## config.mk

```make
export PLATFORM = sky130hd
export DESIGN_NAME = acondicionador_entradas_flat
export DESIGN_NICKNAME = d
export VERILOG_FILES = /design/src/rtl/acondicionador_entradas_pkg.sv /design/src/rtl/acondicionador_entradas_if.sv /design/src/rtl/acondicionador_entradas_antirrebote.sv /design/src/rtl/acondicionador_entradas.sv /design/src/flat_wrapper.sv
export SDC_FILE = /design/constraint.sdc
export NUM_CORES = 1
export LEC_CHECK = 0
export ABC_AREA = 1
export BUFFER_PORTS_ARGS = -buffer_cell sky130_fd_sc_hd__buf_2
export CORE_MARGIN = 3
export CORE_UTILIZATION = 55
export DETAILED_ROUTE_END_ITERATION = 8
export PLACE_DENSITY_LB_ADDON = 0.1
export SYNTH_ARGS = -nofsm -noshare
export SYNTH_HDL_FRONTEND = slang
export SYNTH_SLANG_ARGS = --single-unit
export TNS_END_PERCENT = 20
```

## constraint.sdc

```tcl
create_clock -name clk -period 1.74 [get_ports clk]
set_clock_uncertainty 0.05 [all_clocks]
set_input_delay 0.348 -clock clk [delete_from_list [all_inputs] [get_ports clk]]
set_output_delay 0.348 -clock clk [all_outputs]
set_load 0.1 [all_outputs]
```

## src/rtl/acondicionador_entradas_pkg.sv

```systemverilog
// Shared definitions for the input conditioning stage: Entrada bit layout,
// pad count, arbiter state encoding and small helpers.
package acondicionador_entradas_pkg;

    localparam int INICIO_BIT   = 0;
    localparam int ESTATICA_BIT = 1;
    localparam int PAD_LSB      = 2;
    localparam int NUM_PADS     = 5;
    localparam int PAD_IDX_W    = $clog2(NUM_PADS);

    typedef logic [PAD_IDX_W-1:0] pad_idx_t;

    typedef enum logic [1:0] {
        LIBRE     = 2'd0,
        BLOQUEADO = 2'd1,
        INICIO    = 2'd2
    } estado_t;

    // Counter width for a count of n: $clog2(n), never below 1 bit.
    function automatic int ancho_contador(input int n);
        return (n > 1) ? $clog2(n) : 1;
    endfunction

    function automatic logic [NUM_PADS-1:0] pad_onehot(input pad_idx_t idx);
        logic [NUM_PADS-1:0] r;
        r = NUM_PADS'(1) << idx;
        return r;
    endfunction

endpackage

```

## src/rtl/acondicionador_entradas_if.sv

```systemverilog
// Sensor-to-paint-machine bundle: raw buttons/pads in, Entrada code and golpe out.
// master drives the raw sensor lines; slave is the conditioning stage.
interface acondicionador_entradas_if;
    import acondicionador_entradas_pkg::*;

    logic                btn_inicio;
    logic                btn_estatica;
    logic [NUM_PADS-1:0] pads;
    logic [6:0]          Entrada;
    logic                golpe;

    modport master (
        output btn_inicio,
        output btn_estatica,
        output pads,
        input  Entrada,
        input  golpe
    );

    modport slave (
        input  btn_inicio,
        input  btn_estatica,
        input  pads,
        output Entrada,
        output golpe
    );

endinterface

```

## src/rtl/acondicionador_entradas_antirrebote.sv

```systemverilog
// One sensor line: 2-flop synchronizer followed by a stability debouncer.
// Ports: clk, reset (async, active-low), raw (async input), db (debounced level).
module acondicionador_entradas_antirrebote
    import acondicionador_entradas_pkg::*;
#(
    parameter int DEBOUNCE_CYCLES = 250000
) (
    input  logic clk,
    input  logic reset,
    input  logic raw,
    output logic db
);

    localparam int CW = ancho_contador(DEBOUNCE_CYCLES);
    localparam logic [CW-1:0] ULTIMO = CW'(DEBOUNCE_CYCLES - 1);

    logic          meta;
    logic          s;
    logic [CW-1:0] cnt;

    // The counter only runs while s disagrees with db, so any disagreement
    // shorter than DEBOUNCE_CYCLES is cleared before db can follow it.
    always_ff @(posedge clk or negedge reset) begin
        if (!reset) begin
            meta <= 1'b0;
            s    <= 1'b0;
            db   <= 1'b0;
            cnt  <= '0;
        end else begin
            meta <= raw;
            s    <= meta;
            if (s == db) begin
                cnt <= '0;
            end else if (cnt == ULTIMO) begin
                db  <= s;
                cnt <= '0;
            end else begin
                cnt <= cnt + CW'(1);
            end
        end
    end

endmodule

```

## src/rtl/acondicionador_entradas.sv

```systemverilog
// Input conditioning: debounces 7 sensor lines, arbitrates pad hits, and
// drives the registered Entrada code and golpe pulse. Ports: clk, reset, bus.
module acondicionador_entradas
    import acondicionador_entradas_pkg::*;
#(
    parameter int DEBOUNCE_CYCLES = 250000,
    parameter int HOLD_MIN        = 2500000
) (
    input  logic                      clk,
    input  logic                      reset,
    acondicionador_entradas_if.slave  bus
);

    localparam int HW = ancho_contador(HOLD_MIN);
    localparam logic [HW-1:0] HOLD_CARGA = HW'(HOLD_MIN - 1);

    logic [6:0]          raw;
    logic [6:0]          db;
    logic                db_inicio;
    logic                db_estatica;
    logic [NUM_PADS-1:0] db_pads;

    assign raw = {bus.pads, bus.btn_estatica, bus.btn_inicio};

    for (genvar i = 0; i < 7; i++) begin : g_linea
        acondicionador_entradas_antirrebote #(
            .DEBOUNCE_CYCLES(DEBOUNCE_CYCLES)
        ) u_antirrebote (
            .clk   (clk),
            .reset (reset),
            .raw   (raw[i]),
            .db    (db[i])
        );
    end

    assign db_inicio   = db[INICIO_BIT];
    assign db_estatica = db[ESTATICA_BIT];
    assign db_pads     = db[PAD_LSB +: NUM_PADS];

    estado_t    estado, estado_sig;
    pad_idx_t   pad, pad_sig;
    logic [HW-1:0] hold, hold_sig;
    logic [6:0] entrada_q, entrada_sig;
    logic       golpe_q, golpe_sig;
    pad_idx_t   menor;
    logic       hay_pad;
    logic       pad_activo;

    // Lowest-index pad wins: scan downward so the last hit is the lowest.
    always_comb begin
        menor = '0;
        for (int k = NUM_PADS - 1; k >= 0; k--) begin
            if (db_pads[k]) begin
                menor = pad_idx_t'(k);
            end
        end
    end

    assign hay_pad    = |db_pads;
    assign pad_activo = |(db_pads & pad_onehot(pad));

    always_comb begin
        estado_sig = estado;
        pad_sig    = pad;
        hold_sig   = hold;
        golpe_sig  = 1'b0;
        if (db_inicio) begin
            estado_sig = INICIO;
            pad_sig    = '0;
            hold_sig   = '0;
        end else begin
            unique case (estado)
                LIBRE: begin
                    if (hay_pad) begin
                        estado_sig = BLOQUEADO;
                        pad_sig    = menor;
                        hold_sig   = HOLD_CARGA;
                        golpe_sig  = 1'b1;
                    end
                end
                BLOQUEADO: begin
                    if (hold != '0) begin
                        hold_sig = hold - HW'(1);
                    end
                    if (!pad_activo && hold == '0) begin
                        estado_sig = LIBRE;
                        pad_sig    = '0;
                    end
                end
                INICIO: begin
                    estado_sig = LIBRE;
                end
                default: begin
                    estado_sig = LIBRE;
                    pad_sig    = '0;
                    hold_sig   = '0;
                end
            endcase
        end
    end

    // Output code is built from the next state so Entrada, golpe and the
    // state register all change on the same edge.
    always_comb begin
        entrada_sig = '0;
        if (estado_sig == INICIO) begin
            entrada_sig[INICIO_BIT] = 1'b1;
        end else begin
            entrada_sig[ESTATICA_BIT] = db_estatica;
            if (estado_sig == BLOQUEADO) begin
                entrada_sig[PAD_LSB +: NUM_PADS] = pad_onehot(pad_sig);
            end
        end
    end

    always_ff @(posedge clk or negedge reset) begin
        if (!reset) begin
            estado    <= LIBRE;
            pad       <= '0;
            hold      <= '0;
            entrada_q <= '0;
            golpe_q   <= 1'b0;
        end else begin
            estado    <= estado_sig;
            pad       <= pad_sig;
            hold      <= hold_sig;
            entrada_q <= entrada_sig;
            golpe_q   <= golpe_sig;
        end
    end

    assign bus.Entrada = entrada_q;
    assign bus.golpe   = golpe_q;

endmodule

```

## src/flat_wrapper.sv

```systemverilog
// flat-port wrapper written by rule: the top's interface ports become plain ports
module acondicionador_entradas_flat import acondicionador_entradas_pkg::*;
#(
    parameter int DEBOUNCE_CYCLES = 250000,
    parameter int HOLD_MIN        = 2500000
)
  (clk, reset, bus_btn_inicio, bus_btn_estatica, bus_pads, bus_Entrada, bus_golpe);
  acondicionador_entradas_if bus_i ();
  input  logic clk;
  input  logic reset;
  input wire logic [$bits(bus_i.btn_inicio)-1:0] bus_btn_inicio;
  input wire logic [$bits(bus_i.btn_estatica)-1:0] bus_btn_estatica;
  input wire logic [$bits(bus_i.pads)-1:0] bus_pads;
  output wire logic [$bits(bus_i.Entrada)-1:0] bus_Entrada;
  output wire logic [$bits(bus_i.golpe)-1:0] bus_golpe;
  assign bus_i.btn_inicio = bus_btn_inicio;
  assign bus_i.btn_estatica = bus_btn_estatica;
  assign bus_i.pads = bus_pads;
  assign bus_Entrada = bus_i.Entrada;
  assign bus_golpe = bus_i.golpe;
  acondicionador_entradas #(.DEBOUNCE_CYCLES(DEBOUNCE_CYCLES), .HOLD_MIN(HOLD_MIN)) u_core (.clk(clk), .reset(reset), .bus(bus_i));
endmodule
```

==> results.sh, run 1 <==
export IMPL_cts_htree_levels=4
export IMPL_max_slew_margin_pct=67.2
export IMPL_grt_use_total_pct=21.7
export IMPL_cpMaxStageDelayCell="dfrtp_1"
export IMPL_synth_top_cell_area_share_pct=48.4
export IMPL_max_stage_delay_ns=0.38
export IMPL_synthFlopType="dfrtp_1"
export IMPL_failed_checks="setup timing"
export IMPL_r2r_slack_ns=-0.07
export IMPL_crit_arrival_ns=2.08
export IMPL_p_leak_uw=0.00543
export IMPL_synth_edf_count=0
export IMPL_grt_pass1_wl_um=32700
export IMPL_peakVddDrop_v=0.000968
export IMPL_ctsLongestPathBuffers=2
export IMPL_end_kind="flop"
export IMPL_antenna_left=0
export IMPL_run_status="finished, violations left"
export IMPL_antenna_found_initial=0
export IMPL_clk_pin_slew_worst_paths_ns=0.07
export IMPL_dpl_instance_area_sq_um=10300
export IMPL_die_height_um=137
export IMPL_max_cap_viol_count=0
export IMPL_ioPinCount=17
export IMPL_antenna_cells=0
export IMPL_wirelength_um=20100
export IMPL_vias=7627
export IMPL_synth_async_sr_flop_share_pct=100
export IMPL_initialDrtViolationCount=466
export IMPL_synthTopCellsByArea="dfrtp_1 (48%), nor2_1 (7.5%), nand2_1 (6.4%), inv_1 (5.8%), xor2_1 (5.2%)"
export IMPL_dpl_worst_slack_ns=-0.137
export IMPL_hold_viol=0
export IMPL_crit_fanout=6
export IMPL_rsz0062_at_grt="yes"
export IMPL_initial_core_util_pct=56.5
export IMPL_yosysMostFrequentCell="nor2_1"
export IMPL_fin_crit_ns=1.81
export IMPL_viasPerCell=5.17
export IMPL_drc=0
export IMPL_yosysSeqAreaShare_pct=48.4
export IMPL_core_sq_um=16600
export IMPL_grt_max_degree=56
export IMPL_cts_sinks=182
export IMPL_cp_top_family="simple AND/OR/NAND/NOR gates"
export IMPL_dp_final_hpwl_um=13600
export IMPL_fin_ws_ns=-0.0686
export IMPL_start_kind="flop"
export IMPL_max_slew_worst_pin_slew_ns=0.491
export IMPL_setup_viol_count_final=11
export IMPL_syn_to_final_growth_pct=23.9
export IMPL_synth_area_per_cell_sq_um=8.52
export IMPL_yosys_warnings=0
export IMPL_nets=1260
export IMPL_synth_area_sq_um=9410
export IMPL_drive_above_1_share_pct=26.2
export IMPL_power_density_nw_per_um2=746
export IMPL_synth_commonest_cells="nor2_1 (187), dfrtp_1 (182), nand2_1 (161), inv_1 (146), xor2_1 (56)"
export IMPL_yosys_register_bits=182
export IMPL_final_area_sq_um=11700
export IMPL_rows=47
export IMPL_die_area_sq_um=18700
export IMPL_cts_buffers=17
export IMPL_cts_tree="yes"
export IMPL_yosys_cell_types_count=48
export IMPL_synthCells=1104
export IMPL_yosysTopAreaCell="dfrtp_1"
export IMPL_io_buffers=16
export IMPL_crit_type="reg2reg"
export IMPL_clk_latency_ns=0.44
export IMPL_wire_per_inst_um=13.6
export IMPL_drt_first_pass_iters=5
export IMPL_gr_total_overflow=0
export IMPL_period_share_pct=104
export IMPL_hp_class="reg2reg"
export IMPL_cp_buffers_inverters=3
export IMPL_fmax_mhz=553
export IMPL_die_x_um=137
export IMPL_gp_congestion=0.920
export IMPL_finalMaxSlewViolations=0
export IMPL_worstPathRequired_ns=2.01
export IMPL_path_cells="inv_2 -> ha_4 -> nand4_1 -> nor2_1 -> nand3_1 -> nand2_2 -> nand2_4 -> inv_6 -> nor2_4 -> buf_6 -> a22o_1"
export IMPL_synth_fp_nets=1122
export IMPL_ctsRootBufferMaster="clkbuf_16"
export IMPL_grt_pass1_vias=7256
-- metrics by stage --
| step | cells | power, uW | hold WS [ns] | setup TNS, ns | utilization (%) |
|---|---|---|---|---|---|
| final | 1475 | 8690 | 0.304 | -0.250 | 70.1 |
| after floorplan | 1104 | 4510 | 0.00241 | 0 | - |
| after CTS | 1450 | 8750 | 0.301 | -0.0579 | 66.6 |
| after detailed placement | 1406 | 4710 | 0.286 | -1.84 | 61.9 |
| after global routing | 1475 | 9000 | 0.313 | -3.70 | 70.1 |
| after global placement | 1406 | 4700 | 0.283 | -0.419 | 61.9 |
-- layout by cell type, fill, tap and decap left out, drive strengths merged --
cell type and count:
inv 171, dfrtp 182, o21a 1, o211ai 1, nand3 59, nor2 208
nor4 15, a22o 1, o221ai 1, ha 9, nor3 54, mux2 5
a211oi 1, clkbuf 21, nand2 169, a21oi 38, nand4 39, buf 118
o31ai 2, nand3b 3, and3 2, o21ai 48, clkinvlp 1, clkinv 5
xnor2 15, o21bai 2, a31oi 6, bufinv 3, dlygate4sd3 8, nor3b 11
xor2 56
-- routing by layer --
metal | part of all wire [%] | vias to the layer above | GRT usage (%)
met5 | 0 | - | 0
met4 | 1.5 | 0 | 7.32
met3 | 3.3 | 24 | 3.75
li1 | - | 3839 | -
met1 | 45 | 3652 | 29.2
met2 | 50 | 112 | 36.0
-- final timing paths --
kind	to	depth (start not counted)	start
max reg2reg	u_core.hold[10]$_DFFE_PN0P_	11	u_core.hold[1]$_DFFE_PN0P_
max in group asynchronous	u_core.g_linea[3].u_antirrebote.cnt[6]$_DFF_PN0_	3	reset
min	u_core.g_linea[5].u_antirrebote.s$_DFF_PN0_	0	u_core.g_linea[5].u_antirrebote.meta$_DFF_PN0_
min reg2reg	u_core.g_linea[5].u_antirrebote.s$_DFF_PN0_	0	u_core.g_linea[5].u_antirrebote.meta$_DFF_PN0_
min in group asynchronous	u_core.g_linea[2].u_antirrebote.cnt[10]$_DFF_PN0_	2	reset
max	u_core.hold[10]$_DFFE_PN0P_	11	u_core.hold[1]$_DFFE_PN0P_
-- final cells by class --
cell class	count	area, sq um
Fill cell	1304	4980
Multi-Input combinational cell	746	4570
Sequential cell	182	4560
Timing Repair Buffer	127	998
Inverter	168	641
Clock buffer	20	447
Tap cell	220	275
Clock inverter	12	166
-- cells by family after synthesis --
logic type | synth area share [%]
compound gates | 6.17
xor+xnor | 6.61
fa+ha+maj | 1.20
buf+inv | 7.50
flops | 48.4
mux | 0.598
simple gates | 29.5
-- flip-flops by register name, indices dropped and copies added (netlist names) --
name and flops:
u_core.hold 22, u_core.pad 3, u_core.estado 2, u_core.g_linea.u_antirrebote.db 7, u_core.g_linea.u_antirrebote.meta 7, u_core.g_linea.u_antirrebote.s 7, u_core.g_linea.u_antirrebote.cnt 126, u_core.bus.golpe 1
u_core.bus.Entrada 7
-- what timing repair did --
item	in CTS	in global routing
buffers inserted	4	24
hold buffers	8	0
setup endpoints to repair	41	100
pin swaps	1	49
resized for setup	15	115
hold endpoints to repair	52	0
cloned	0	1
-- power by group --
part           total, uW  switching (uW)  internal, uW  leakage [uW]
Combinational        337             203           134       0.00265
Clock               4030            1700          2330      0.000298
Sequential          4330            42.5          4280       0.00248
Power figures use the tool's default switching activity.
==> run 2, diff against run 1 <==
--- a/config.mk
+++ b/config.mk
@@ -7,9 +7,11 @@
 export LEC_CHECK = 0
 export ABC_AREA = 1
 export BUFFER_PORTS_ARGS = -buffer_cell sky130_fd_sc_hd__buf_2
+export CAP_MARGIN = 20
 export CORE_MARGIN = 3
-export CORE_UTILIZATION = 55
+export CORE_UTILIZATION = 50
 export DETAILED_ROUTE_END_ITERATION = 8
+export HOLD_SLACK_MARGIN = 0.03
 export PLACE_DENSITY_LB_ADDON = 0.1
 export SYNTH_ARGS = -nofsm -noshare
 export SYNTH_HDL_FRONTEND = slang
==> results.sh, run 2 (synthesis results as in run 1) <==
export IMPL_peakVddDrop_v=0.000646
export IMPL_clk_latency_ns=0.44
export IMPL_max_cap_viol_count=0
export IMPL_rr_worst_depth=11
export IMPL_path_cells="inv_2 -> buf_4 -> nand3_2 -> nor2_2 -> nand2_1 -> nor2_2 -> nand3_2 -> o21ai_1 -> nand2_1 -> o21ai_2 -> o21ai_1"
export IMPL_ctsLongestPathBuffers=2
export IMPL_rows=49
export IMPL_die_x_um=143
export IMPL_final_area_sq_um=11500
export IMPL_fin_ws_ns=0.00708
export IMPL_io_buffers=16
export IMPL_wirelength_um=19400
export IMPL_drc=0
export IMPL_max_stage_delay_ns=0.37
export IMPL_largest_reg_flops=126
export IMPL_worstHoldPathCells=0
export IMPL_grt_pass1_vias=7253
export IMPL_worstPathRequired_ns=2.01
export IMPL_fin_crit_ns=1.73
export IMPL_regMostFlops="u_core.g_linea.u_antirrebote.cnt"
export IMPL_reg2reg_from="u_core.hold[0]$_DFFE_PN0P_"
export IMPL_mostFrequentLayoutCell="dfrtp_1"
export IMPL_drive_above_1_share_pct=24.6
export IMPL_place_inst=1420
export IMPL_start_kind="flop"
export IMPL_dpl_worst_slack_ns=-0.0588
export IMPL_p_leak_uw=0.00535
export IMPL_crit_type="reg2reg"
export IMPL_ctsRootBufferMaster="clkbuf_16"
export IMPL_dpl_instance_area_sq_um=10400
export IMPL_wire_per_inst_um=13.1
export IMPL_worstHoldEndpoint="u_core.g_linea[2].u_antirrebote.s$_DFF_PN0_"
export IMPL_cts_sinks=182
export IMPL_max_slew_worst_pin_slew_ns=0.493
export IMPL_fmax_mhz=577
export IMPL_gp_congestion=0.880
export IMPL_die_area_sq_um=20500
export IMPL_antenna_cells=0
export IMPL_hold_viol=0
export IMPL_gr_total_overflow=0
export IMPL_initialDrtViolationCount=327
export IMPL_cts_tree="yes"
export IMPL_initial_core_util_pct=51.7
export IMPL_hold_start="u_core.g_linea[2].u_antirrebote.meta$_DFF_PN0_"
export IMPL_drt_first_pass_iters=5
export IMPL_top_regs="u_core.g_linea.u_antirrebote.cnt: 126 flops, u_core.hold: 22 flops"
export IMPL_die_height_um=143
export IMPL_syn_to_final_growth_pct=22.0
export IMPL_viasPerCell=5.05
export IMPL_cts_htree_levels=4
export IMPL_ioPinCount=17
export IMPL_vias=7439
export IMPL_instances_no_fill=1473
export IMPL_setup_viol_count_final=0
export IMPL_max_slew_margin_pct=67.4
export IMPL_grt_max_degree=54
export IMPL_core_sq_um=18200
export IMPL_period_share_pct=99.6
export IMPL_antenna_left=0
export IMPL_cts_buffers=17
export IMPL_run_status="finished, final reports clean"
export IMPL_end_kind="flop"
export IMPL_clk_pin_slew_worst_paths_ns=0.07
export IMPL_antenna_found_initial=0
export IMPL_crit_arrival_ns=2.00
export IMPL_power_density_nw_per_um2=746
export IMPL_rsz0062_at_grt="yes"
export IMPL_grt_pass1_wl_um=33400
export IMPL_grt_use_total_pct=20.1
export IMPL_r2r_slack_ns=0.007
export IMPL_finalMaxSlewViolations=0
export IMPL_cpMaxStageDelayCell="dfrtp_1"
export IMPL_nets=1249
export IMPL_final_cell_mix="dfrtp_1 (178), nor2_1 (162), nand2_1 (148)"
export IMPL_dp_final_hpwl_um=13900
export IMPL_hp_class="reg2reg"
export IMPL_timing_rr_end="u_core.hold[21]$_DFFE_PN0P_"
export IMPL_crit_fanout=4
==> run 2: changes by cell type in the layout (fill, tap and decap cells not counted), sizes merged <==
cell / before / now
buf: 118 / 108
bufinv: 3 / 2
clkbuf: 21 / 19
clkinv: 5 / 4
clkinvlp: 1 / 3
inv: 171 / 173
nand2: 169 / 168
==> run 2: how the worst max path moves through the flow <==
stage                                                           startpoint                                                 to  slack (ns)  depth (start not counted)
after detailed placement  u_core.g_linea[3].u_antirrebote.cnt[0]$_DFF_PN0_  u_core.g_linea[3].u_antirrebote.cnt[13]$_DFF_PN0_       -0.06                          9
after global routing      u_core.g_linea[0].u_antirrebote.cnt[0]$_DFF_PN0_  u_core.g_linea[0].u_antirrebote.cnt[17]$_DFF_PN0_       -0.15                         14
after floorplan           u_core.g_linea[1].u_antirrebote.cnt[0]$_DFF_PN0_  u_core.g_linea[1].u_antirrebote.cnt[14]$_DFF_PN0_        0.09                         10
after global placement    u_core.g_linea[3].u_antirrebote.cnt[0]$_DFF_PN0_  u_core.g_linea[3].u_antirrebote.cnt[13]$_DFF_PN0_       -0.03                          9
after CTS                                       u_core.hold[1]$_DFFE_PN0P_                    u_core.bus.Entrada[6]$_DFF_PN0_       -0.02                         12
final                                           u_core.hold[0]$_DFFE_PN0P_                        u_core.hold[21]$_DFFE_PN0P_       0.007                         11
==> run 2: cell type report <==
type                       count  area [sq um]
clock buffer                  18           429
clock inverter                14           165
fill                        1552          6730
inverter                     168           638
multi-input combinational    745          4470
sequential                   182          4560
tap                          229           287
timing repair buffer         117           930
==> run 2: where the power goes <==
part / total [uW] / switching, uW / internal, uW
clock network: 3920 / 1760 / 2160
registers: 4320 / 38.2 / 4280
logic: 327 / 199 / 128
==> run 2: per-layer routing <==
layer	up-vias	track usage [%]	routed length (um)
met5	-	0	0
met4	0	6.45	290
met3	20	3.92	549
met2	91	32.4	9470
met1	3509	27.5	9060
li1	3819	-	-
==> run 2: worst max-delay path: cells and delay by family (launching register included) <==
kind            cells  cell delay (ns)
simple gates        6             0.64
flops               1             0.37
compound gates      3             0.34
buf+inv             2             0.22
==> run 2: repair_timing <==
action / CTS / global route
buffers inserted: 0 / 13
gates resized for setup: 14 / 85
hold buffers: 8 / 0
endpoints found under the setup margin: 25 / 116
pin swaps: 0 / 24
endpoints found under the hold margin: 54 / 0
==> run 2: metrics by stage <==
stage | utilization [%] | power [uW] | hold slack (ns) | setup TNS (ns)
floorplan | - | 4510 | 0.00241 | 0
global placement | 57.0 | 4700 | 0.285 | -0.0912
detailed placement | 57.0 | 4710 | 0.285 | -0.431
CTS | 60.9 | 8660 | 0.301 | -0.0358
global route | 63.1 | 8880 | 0.306 | -2.96
finish | 63.1 | 8570 | 0.300 | 0
==> run 3, diff against run 2 <==
--- a/config.mk
+++ b/config.mk
@@ -9,7 +9,7 @@
 export BUFFER_PORTS_ARGS = -buffer_cell sky130_fd_sc_hd__buf_2
 export CAP_MARGIN = 20
 export CORE_MARGIN = 3
-export CORE_UTILIZATION = 50
+export CORE_UTILIZATION = 57
 export DETAILED_ROUTE_END_ITERATION = 8
 export HOLD_SLACK_MARGIN = 0.03
 export PLACE_DENSITY_LB_ADDON = 0.1
==> results.sh, run 3 (synthesis results as in run 1) <==
export IMPL_cp_buffers_inverters=0
export IMPL_cts_sinks=182
export IMPL_finalMaxSlewViolations=0
export IMPL_fin_crit_ns=1.74
export IMPL_syn_to_final_growth_pct=24.1
export IMPL_core_sq_um=16000
export IMPL_die_area_sq_um=18100
export IMPL_worstPathRequired_ns=2.06
export IMPL_start_kind="flop"
export IMPL_max_cap_viol_count=0
export IMPL_rsz0062_at_grt="yes"
export IMPL_die_height_um=134
export IMPL_regMostFlops="u_core.g_linea.u_antirrebote.cnt"
export IMPL_io_buffers=16
export IMPL_crit_fanout=3
export IMPL_timing_rr_end="u_core.bus.Entrada[6]$_DFF_PN0_"
export IMPL_grt_max_degree=54
export IMPL_grt_use_total_pct=21.9
export IMPL_crit_arrival_ns=2.06
export IMPL_power_density_nw_per_um2=715
export IMPL_antenna_left=0
export IMPL_failed_checks="setup timing"
export IMPL_rr_worst_depth=11
export IMPL_clk_pin_slew_worst_paths_ns=0.07
export IMPL_largest_reg_flops=126
export IMPL_antenna_found_initial=0
export IMPL_p_leak_uw=0.00542
export IMPL_drt_first_pass_iters=5
export IMPL_crit_type="reg2reg"
export IMPL_mostFrequentLayoutCell="dfrtp_1"
export IMPL_final_cell_mix="dfrtp_1 (176), nor2_1 (153), nand2_1 (143)"
export IMPL_path_cells="nor2_2 -> nand2_2 -> nor2_2 -> nand2_1 -> nor2_2 -> nand3_2 -> nand3_2 -> nand3_4 -> nand2_2 -> nand2_2 -> nor2_2"
export IMPL_rows=46
export IMPL_end_kind="flop"
export IMPL_initialDrtViolationCount=364
export IMPL_place_inst=1407
export IMPL_top_regs="u_core.g_linea.u_antirrebote.cnt: 126 flops, u_core.hold: 22 flops"
export IMPL_die_x_um=134
export IMPL_n_fill_cell=1231
export IMPL_max_slew_worst_pin_slew_ns=0.511
export IMPL_antenna_cells=0
export IMPL_clk_latency_ns=0.44
export IMPL_ctsRootBufferMaster="clkbuf_16"
export IMPL_initial_core_util_pct=58.8
export IMPL_gr_total_overflow=0
export IMPL_cts_tree="yes"
export IMPL_worstHoldPathCells=0
export IMPL_worstHoldEndpoint="u_core.g_linea[5].u_antirrebote.s$_DFF_PN0_"
export IMPL_hold_start="u_core.g_linea[5].u_antirrebote.meta$_DFF_PN0_"
export IMPL_gp_congestion=0.929
export IMPL_peakVddDrop_v=0.000757
export IMPL_cpMaxStageDelayCell="dfrtp_1"
export IMPL_cts_htree_levels=4
export IMPL_dp_final_hpwl_um=13600
export IMPL_fmax_mhz=573
export IMPL_instances_no_fill=1466
export IMPL_cts_buffers=17
export IMPL_drive_above_1_share_pct=27.0
export IMPL_ctsLongestPathBuffers=2
export IMPL_max_stage_delay_ns=0.43
export IMPL_grt_pass1_wl_um=32600
export IMPL_r2r_slack_ns=-0.004
export IMPL_crit_top_cell="nor2_2"
export IMPL_period_share_pct=100
export IMPL_setup_viol_count_final=1
export IMPL_drc=0
export IMPL_dpl_instance_area_sq_um=10400
export IMPL_wirelength_um=19500
export IMPL_hp_class="reg2reg"
export IMPL_nets=1256
export IMPL_fin_ws_ns=-0.00374
export IMPL_viasPerCell=5.15
export IMPL_wire_per_inst_um=13.3
export IMPL_hold_viol=0
export IMPL_ioPinCount=17
export IMPL_reg2reg_from="u_core.hold[6]$_DFFE_PN0P_"
export IMPL_vias=7554
export IMPL_run_status="finished, violations left"
export IMPL_final_area_sq_um=11700
export IMPL_grt_pass1_vias=7259
export IMPL_cp_top_family="simple AND/OR/NAND/NOR gates"
export IMPL_max_slew_margin_pct=66.1
## run 3: where the power goes
group | internal [uW] | total [uW] | switching (uW) | leakage, uW
Sequential | 4290 | 4330 | 39.8 | 0.00248
Clock | 2060 | 3700 | 1640 | 0.000270
Combinational | 132 | 331 | 199 | 0.00267
Total | 6480 | 8360 | 1880 | 0.00542
## run 3: repair_timing
item | in CTS | in global routing
endpoints found under the setup margin | 43 | 117
endpoints found under the hold margin | 52 | 0
setup buffers | 0 | 20
gates resized for setup | 15 | 134
hold buffers | 8 | 0
pin swaps | 0 | 37
## run 3: how the worst max path moves through the flow
stage                                                           from                                                end  depth (start not counted)
finish                                    u_core.hold[6]$_DFFE_PN0P_                    u_core.bus.Entrada[6]$_DFF_PN0_                         11
global route                              u_core.hold[6]$_DFFE_PN0P_                    u_core.bus.Entrada[6]$_DFF_PN0_                         11
CTS                 u_core.g_linea[5].u_antirrebote.cnt[0]$_DFF_PN0_  u_core.g_linea[5].u_antirrebote.cnt[12]$_DFF_PN0_                          8
detailed placement  u_core.g_linea[4].u_antirrebote.cnt[1]$_DFF_PN0_   u_core.g_linea[4].u_antirrebote.cnt[9]$_DFF_PN0_                          8
global placement                         u_core.hold[15]$_DFFE_PN0P_                    u_core.bus.Entrada[6]$_DFF_PN0_                         11
floorplan           u_core.g_linea[1].u_antirrebote.cnt[0]$_DFF_PN0_  u_core.g_linea[1].u_antirrebote.cnt[14]$_DFF_PN0_                         10
## run 3: per-stage QoR
stage | hold WS, ns | worst slack, ns | util (%) | total power (uW) | TNS [ns]
after floorplan | 0.00241 | 0.0934 | - | 4510 | 0
after global placement | 0.283 | -0.0415 | 64.8 | 4700 | -0.0976
after detailed placement | 0.285 | -0.0656 | 64.8 | 4710 | -0.926
after CTS | 0.299 | -0.00714 | 69.2 | 8430 | -0.00714
after global routing | 0.307 | -0.135 | 73.0 | 8670 | -2.73
final | 0.299 | -0.00374 | 73.0 | 8360 | -0.00374
## run 3: worst reg2reg max path, cell delays in order (launching register included)
cell     delay, ns
dfrtp_1       0.43
nor2_2        0.17
nand2_2       0.12
nor2_2        0.13
nand2_1       0.07
nor2_2        0.13
nand3_2       0.09
nand3_2       0.09
nand3_4       0.09
nand2_2       0.13
nand2_2       0.07
nor2_2        0.11
## run 3: area by class of cell
type / count / area, sq um / area share, %
clock buffers: 19 / 453 / 3.88
well taps: 216 / 270 / 2.31
repair buffers: 124 / 1020 / 8.74
multi-input cells: 745 / 4610 / 39.5
inverters: 168 / 639 / 5.47
flip-flops and latches: 182 / 4560 / 39.1
clock inverters: 12 / 120 / 1.03
## run 3: layer usage
layer | track usage, % | vias up | wire length (um)
li1 | - | 3822 | -
met1 | 30.0 | 3598 | 9040
met2 | 35.6 | 115 | 9590
met3 | 4.81 | 19 | 629
met4 | 6.50 | 0 | 240
met5 | 0 | - | 0
